==> config.mk <==
export PLATFORM = sky130hd
export DESIGN_NAME = bcd_scan_controller_flat
export DESIGN_NICKNAME = d
export VERILOG_FILES = /design/src/rtl/bcd_scan_controller_pkg.sv /design/src/rtl/bcd_scan_controller_if.sv /design/src/rtl/bcd_scan_controller_bin4_to_bcd.sv /design/src/rtl/bcd_scan_controller.sv /design/src/flat_wrapper.sv
export SDC_FILE = /design/constraint.sdc
export NUM_CORES = 1
export LEC_CHECK = 0
export CAP_MARGIN = 10
export CORE_MARGIN = 2
export CORE_UTILIZATION = 62
export CTS_CLUSTER_DIAMETER = 120
export DETAILED_ROUTE_END_ITERATION = 6
export PLACE_DENSITY = 0.85
export SLEW_MARGIN = 20
export SYNTH_ARGS = -nofsm -noshare
export SYNTH_HDL_FRONTEND = slang
export SYNTH_SLANG_ARGS = --single-unit
==> constraint.sdc <==
create_clock -name clock -period 4 [get_ports clock]
set_input_delay 1 -clock clock [delete_from_list [all_inputs] [get_ports clock]]
set_output_delay 1 -clock clock [all_outputs]
set_load 0.1 [all_outputs]
==> src/rtl/bcd_scan_controller_pkg.sv <==
// Shared definitions for the two-digit BCD scan controller: scan states,
// digit-enable and blank constants, and the active-low segment table.
package bcd_scan_controller_pkg;

    typedef enum logic [1:0] {
        ST_UNITS   = 2'd0,
        ST_BLANK_U = 2'd1,
        ST_TENS    = 2'd2,
        ST_BLANK_T = 2'd3
    } scan_state_t;

    localparam logic [1:0] DIGIT_UNITS = 2'b10;
    localparam logic [1:0] DIGIT_TENS  = 2'b01;
    localparam logic [1:0] DIGIT_OFF   = 2'b11;

    localparam logic [6:0] SEG_BLANK = 7'h7F;

    // Active-low {g,f,e,d,c,b,a} patterns for decimal digits 0..9.
    localparam logic [6:0] SEG_TABLE [10] = '{
        7'h40, 7'h79, 7'h24, 7'h30, 7'h19,
        7'h12, 7'h02, 7'h78, 7'h00, 7'h10
    };

    function automatic logic [6:0] seg_enc(input logic [3:0] digit);
        logic [6:0] w_seg;
        w_seg = SEG_BLANK;
        if (digit <= 4'd9) begin
            w_seg = SEG_TABLE[digit];
        end
        return w_seg;
    endfunction

endpackage

==> src/rtl/bcd_scan_controller_if.sv <==
// Switch/display side bundle of the BCD scan controller. The board side
// drives the controls (master); the controller drives the display (slave).
interface bcd_scan_controller_if;

    logic       enable;
    logic       up_down;
    logic       load;
    logic [3:0] load_value;
    logic [3:0] count;
    logic [7:0] bcd;
    logic       wrap;
    logic [6:0] seg_n;
    logic [1:0] digit_n;

    modport master (
        output enable, up_down, load, load_value,
        input  count, bcd, wrap, seg_n, digit_n
    );

    modport slave (
        input  enable, up_down, load, load_value,
        output count, bcd, wrap, seg_n, digit_n
    );

endinterface

==> src/rtl/bcd_scan_controller_bin4_to_bcd.sv <==
// Combinational 4-bit binary to two-digit BCD converter; tens is 0 or 1.
module bin4_to_bcd (
    input  logic [3:0] i_bin,
    output logic [7:0] o_bcd
);

    logic       w_tens;
    logic [3:0] w_units;

    assign w_tens  = (i_bin >= 4'd10);
    assign w_units = i_bin - (w_tens ? 4'd10 : 4'd0);
    assign o_bcd   = {3'b000, w_tens, w_units};

endmodule

==> src/rtl/bcd_scan_controller.sv <==
// Tick prescaler, 4-bit up/down counter with load, registered BCD value and
// a four-state scan that multiplexes tens/units onto one segment bus.
module bcd_scan_controller
    import bcd_scan_controller_pkg::*;
#(
    parameter int TICK_DIV = 50_000_000,
    parameter int SCAN_DIV = 50_000
) (
    input  logic                  clock,
    input  logic                  reset_n,
    bcd_scan_controller_if.slave  bus
);

    localparam int PW = (TICK_DIV > 2) ? $clog2(TICK_DIV) : 1;
    localparam int SW = (SCAN_DIV > 2) ? $clog2(SCAN_DIV) : 1;
    localparam logic [PW-1:0] TICK_MAX = PW'(TICK_DIV - 1);
    localparam logic [SW-1:0] SCAN_MAX = SW'(SCAN_DIV - 1);

    logic [PW-1:0] r_presc;
    logic [3:0]    r_count;
    logic          r_wrap;
    logic [7:0]    r_bcd;
    logic [SW-1:0] r_scan;
    scan_state_t   r_state;
    logic [6:0]    r_seg_n;
    logic [1:0]    r_digit_n;

    logic          w_tick;
    logic [7:0]    w_bcd;

    assign w_tick = bus.enable && (r_presc == TICK_MAX);

    bin4_to_bcd u_bin4_to_bcd (
        .i_bin (r_count),
        .o_bcd (w_bcd)
    );

    // NOTE: every state register uses <= so all flops sample the values from
    // before the edge; a blocking = here would chain updates within one edge.
    // NOTE: reset is asynchronous, so the sensitivity list carries negedge
    // reset_n and outputs blank without waiting for a clock.
    always_ff @(posedge clock or negedge reset_n) begin
        if (!reset_n) begin
            r_presc <= '0;
            r_count <= 4'd0;
            r_wrap  <= 1'b0;
            r_bcd   <= 8'h00;
        end else begin
            r_bcd <= w_bcd;
            if (bus.load) begin
                // Load restarts the tick phase and swallows a coincident tick.
                r_count <= bus.load_value;
                r_presc <= '0;
                r_wrap  <= 1'b0;
            end else begin
                if (bus.enable) begin
                    r_presc <= (r_presc == TICK_MAX) ? '0 : r_presc + 1'b1;
                end
                if (w_tick) begin
                    if (bus.up_down) begin
                        r_count <= r_count + 4'd1;
                        r_wrap  <= (r_count == 4'd15);
                    end else begin
                        r_count <= r_count - 4'd1;
                        r_wrap  <= (r_count == 4'd0);
                    end
                end else begin
                    r_wrap <= 1'b0;
                end
            end
        end
    end

    // Outputs are registered from the current state, so the display lags the
    // state by one cycle while keeping seg_n and digit_n edge-aligned.
    always_ff @(posedge clock or negedge reset_n) begin
        if (!reset_n) begin
            r_state   <= ST_BLANK_T;
            r_scan    <= '0;
            r_seg_n   <= SEG_BLANK;
            r_digit_n <= DIGIT_OFF;
        end else begin
            unique case (r_state)
                ST_UNITS: begin
                    r_digit_n <= DIGIT_UNITS;
                    r_seg_n   <= seg_enc(r_bcd[3:0]);
                    if (r_scan == SCAN_MAX) begin
                        r_scan  <= '0;
                        r_state <= ST_BLANK_U;
                    end else begin
                        r_scan <= r_scan + 1'b1;
                    end
                end
                ST_BLANK_U: begin
                    r_digit_n <= DIGIT_OFF;
                    r_seg_n   <= SEG_BLANK;
                    r_state   <= ST_TENS;
                end
                ST_TENS: begin
                    r_digit_n <= DIGIT_TENS;
                    r_seg_n   <= (r_bcd[7:4] == 4'd0) ? SEG_BLANK
                                                      : seg_enc(r_bcd[7:4]);
                    if (r_scan == SCAN_MAX) begin
                        r_scan  <= '0;
                        r_state <= ST_BLANK_T;
                    end else begin
                        r_scan <= r_scan + 1'b1;
                    end
                end
                ST_BLANK_T: begin
                    r_digit_n <= DIGIT_OFF;
                    r_seg_n   <= SEG_BLANK;
                    r_state   <= ST_UNITS;
                end
                default: begin
                    r_digit_n <= DIGIT_OFF;
                    r_seg_n   <= SEG_BLANK;
                    r_state   <= ST_BLANK_T;
                end
            endcase
        end
    end

    assign bus.count   = r_count;
    assign bus.wrap    = r_wrap;
    assign bus.bcd     = r_bcd;
    assign bus.seg_n   = r_seg_n;
    assign bus.digit_n = r_digit_n;

endmodule

==> src/flat_wrapper.sv <==
// flat-port wrapper written by rule: the top's interface ports become plain ports
module bcd_scan_controller_flat import bcd_scan_controller_pkg::*;
#(
    parameter int TICK_DIV = 50_000_000,
    parameter int SCAN_DIV = 50_000
)
  (clock, reset_n, bus_enable, bus_up_down, bus_load, bus_load_value, bus_count, bus_bcd, bus_wrap, bus_seg_n, bus_digit_n);
  bcd_scan_controller_if bus_i ();
  input  logic clock;
  input  logic reset_n;
  input wire logic [$bits(bus_i.enable)-1:0] bus_enable;
  input wire logic [$bits(bus_i.up_down)-1:0] bus_up_down;
  input wire logic [$bits(bus_i.load)-1:0] bus_load;
  input wire logic [$bits(bus_i.load_value)-1:0] bus_load_value;
  output wire logic [$bits(bus_i.count)-1:0] bus_count;
  output wire logic [$bits(bus_i.bcd)-1:0] bus_bcd;
  output wire logic [$bits(bus_i.wrap)-1:0] bus_wrap;
  output wire logic [$bits(bus_i.seg_n)-1:0] bus_seg_n;
  output wire logic [$bits(bus_i.digit_n)-1:0] bus_digit_n;
  assign bus_i.enable = bus_enable;
  assign bus_i.up_down = bus_up_down;
  assign bus_i.load = bus_load;
  assign bus_i.load_value = bus_load_value;
  assign bus_count = bus_i.count;
  assign bus_bcd = bus_i.bcd;
  assign bus_wrap = bus_i.wrap;
  assign bus_seg_n = bus_i.seg_n;
  assign bus_digit_n = bus_i.digit_n;
  bcd_scan_controller #(.TICK_DIV(TICK_DIV), .SCAN_DIV(SCAN_DIV)) u_core (.clock(clock), .reset_n(reset_n), .bus(bus_i));
endmodule
==> flow_summary.json <==
{
  "outcome": "finished, final reports clean",
  "cts_max_level": 3,
  "vias_per_cell": 5.595,
  "post_cts_buffers": 0,
  "path_clk_slew_ns": 0.07,
  "synth_common_cells": "52 x dfrtp_1, 39 x nor2_1, 28 x nand2_1, 25 x xor2_1, 17 x o21ai_0",
  "layout_worst_path_cycle_share_pct": 76.77,
  "syn_inst": 328,
  "rows": 26,
  "overflow": 0,
  "ys_async_sr_fraction_pct": 100.0,
  "cp.arrival_ns": 2.07,
  "layout.nets": 383,
  "avgSynthCellArea_um2": 10.19,
  "ys_seq_area_share_pct": 47.60,
  "finalMaxSlewViolations": 0,
  "start_util_pct": 65.00,
  "critPathRequiredTime_ns": 3.00,
  "fmax_mhz": 325.6,
  "slowest_stage": "clkdlybuf4s50_1",
  "yosys.area.top_type": "dfrtp_1",
  "period_needed_ns": 3.071,
  "hold_violations": 0,
  "cts.repair.resized": 0,
  "drt_drc_violations_left": 0,
  "yosys-top-cells-area": "dfrtp_1 39%, dfstp_2 8.7%, xor2_1 6.6%",
  "cts_sinks": 63,
  "core_um2": 5140,
  "grt_pass1_wl_um": 11300,
  "initialDrtViolationCount": 120,
  "worst_hold_path_type": "flop to flop",
  "critPathKind": "flop to output pin",
  "setup_violations": 0,
  "die_w_um": 77.41,
  "cts_tree": "built",
  "cts_hold_buffers": 0,
  "die_area_um2": 5992,
  "critPathTopFamily": "buffers and inverters",
  "yosysMostFrequentCell": "dfrtp_1",
  "fp.dieH_um": 77.41,
  "numCtsBuffers": 9,
  "skew_ns": 0.002665,
  "cts_buffer_depth": 2,
  "cp.depth": 1,
  "end_kind": "output pin",
  "port_buffers": 27,
  "final_util_pct": 74.76,
  "ys_warn_count": 0,
  "n_antenna_cell": 0,
  "grt_max_degree": 64,
  "routed_wl_um": 6154,
  "crit_buf_inv": 1,
  "critPathLaunchType": "flop",
  "syn_area_um2": 3341,
  "r2r_slack_ns": 1.80,
  "hold_depth": 1,
  "yosysTopAreaCellShare_pct": 38.95,
  "layout.cells.non_filler": 432,
  "max_slew_margin_pct": 34.55,
  "worst_pin_slew_ns": 0.9787,
  "r2r_cells": 6,
  "clk_latency_ns": 0.34,
  "gr-usage-all-layers_pct": 23.58,
  "area_growth_pct": 15.02,
  "ir_worst_vdd_uv": 385.3,
  "hpwlAfterDp_um": 4349,
  "rsz0062_at_grt": "false",
  "fin_setup_tns_ns": 0,
  "cts_root_buf": "clkbuf_8",
  "routedWlPerCell_um": 14.25,
  "crit_chain": "clkdlybuf4s50_1",
  "vias": 2417,
  "drive_gt1_share_pct": 11.05,
  "postPlaceCellArea_um2": 3632,
  "leakagePower_nw": 1.690,
  "ys_ff_latch": 63,
  "ys_types": 50,
  "drtPass1Iterations": 4,
  "synth_edf_count": 0,
  "grt_pass1_vias": 2548,
  "design_area_um2": 3842,
  "maxCapViolCount": 0,
  "ys_dominant_reg_cell": "dfrtp_1",
  "ios": 31,
  "path_max_fanout": 11,
  "place_inst": 416,
  "power_density_nw_per_um2": 440.5,
  "antenna_left": 0,
  "cp_slowest_stage_delay_ns": 1.20,
  "antenna_found_initial": 0,
  "gp_congestion": 0.8152
}
power by group:
part           leakage, nW  internal, mW  switching [mW]
logic                0.777        0.0912           0.316
clock network        0.103         0.340           0.236
registers            0.811         0.684          0.0265
path summary, 6_finish.rpt:
path | start | to
max in group asynchronous | reset_n | u_core.r_presc[2]$_DFFE_PN0P_
worst min-delay path | u_core.r_scan[12]$_DFFE_PN0P_ | u_core.r_scan[12]$_DFFE_PN0P_
min in group asynchronous | reset_n | u_core.r_scan[1]$_DFFE_PN0P_
worst max register to register | u_core.r_presc[0]$_DFFE_PN0P_ | u_core.r_presc[20]$_DFFE_PN0P_
worst max-delay path | u_core.bus.bcd[2]$_DFF_PN0_ | bus_bcd[2]
worst min register to register | u_core.r_scan[12]$_DFFE_PN0P_ | u_core.r_scan[12]$_DFFE_PN0P_
cell usage in the layout (no fill, tap or decap), types with 2 or more instances in the layout:
cell,instances
dfrtp_1,52
nor2_1,39
nand2_1,28
clkdlybuf4s50_1,26
xor2_1,25
o21ai_0,17
nand3_1,16
ha_1,16
nand4_1,15
inv_1,13
xnor2_1,12
clkbuf_8,12
a21oi_1,11
dfstp_2,11
and3_1,8
nor3_1,5
or3_1,4
mux2i_1,3
nand2b_1,3
and4_1,3
nand3b_1,3
nor4_1,3
conb_1,3
or3_2,2
a311oi_1,2
clkbuf_1,2
buf_4,2
layout make-up:
cell class / count / area, um^2
timing repair buffer: 29 / 280.3
clock buffer: 14 / 172.7
fill: 373 / 1297
multi-input combinational: 241 / 1625
tap: 70 / 87.58
sequential: 63 / 1590
clock inverter: 2 / 37.54
inverter: 13 / 48.80
metal layers:
layer	up-vias	global-route usage, %	wire length (um)
li1	1188	-	-
met1	1186	29.80	2810
met2	34	39.91	3104
met3	9	4.070	129
met4	0	10.54	110
met5	-	0	0
sequential cells by signal (all words and copies together) (netlist names):
name	count
u_core.bus.count	4
u_core.bus.seg_n	7
u_core.r_state	2
u_core.bus.bcd	5
u_core.r_presc	26
u_core.r_scan	16
u_core.bus.digit_n	2
u_core.bus.wrap	1
through the flow:
step | hold slack, ns | power, mW | setup WS [ns]
after floorplan | 0.4582 | 1.039 | 1.400
after global placement | 0.4833 | 1.121 | 0.8075
after detailed placement | 0.5085 | 1.128 | 0.7266
after CTS | 0.5210 | 1.701 | 0.9235
after global routing | 0.5287 | 1.748 | 0.8716
final | 0.5092 | 1.692 | 0.9291
logic make-up (layout without fill, tap and decap cells):
logic type	Yosys count	count (layout)	synth area share, %
other	1	3	0.1123
multiplexers	3	3	0.8989
AO/OA/AOI/OAI	40	40	7.940
AND/OR/NAND/NOR	141	141	23.18
adder cells (fa/ha/maj)	17	17	6.592
XOR/XNOR	37	37	9.700
buffers and inverters	26	58	3.970
flip-flops	63	63	47.60
No activity file was read; power rests on OpenSTA's default activity.
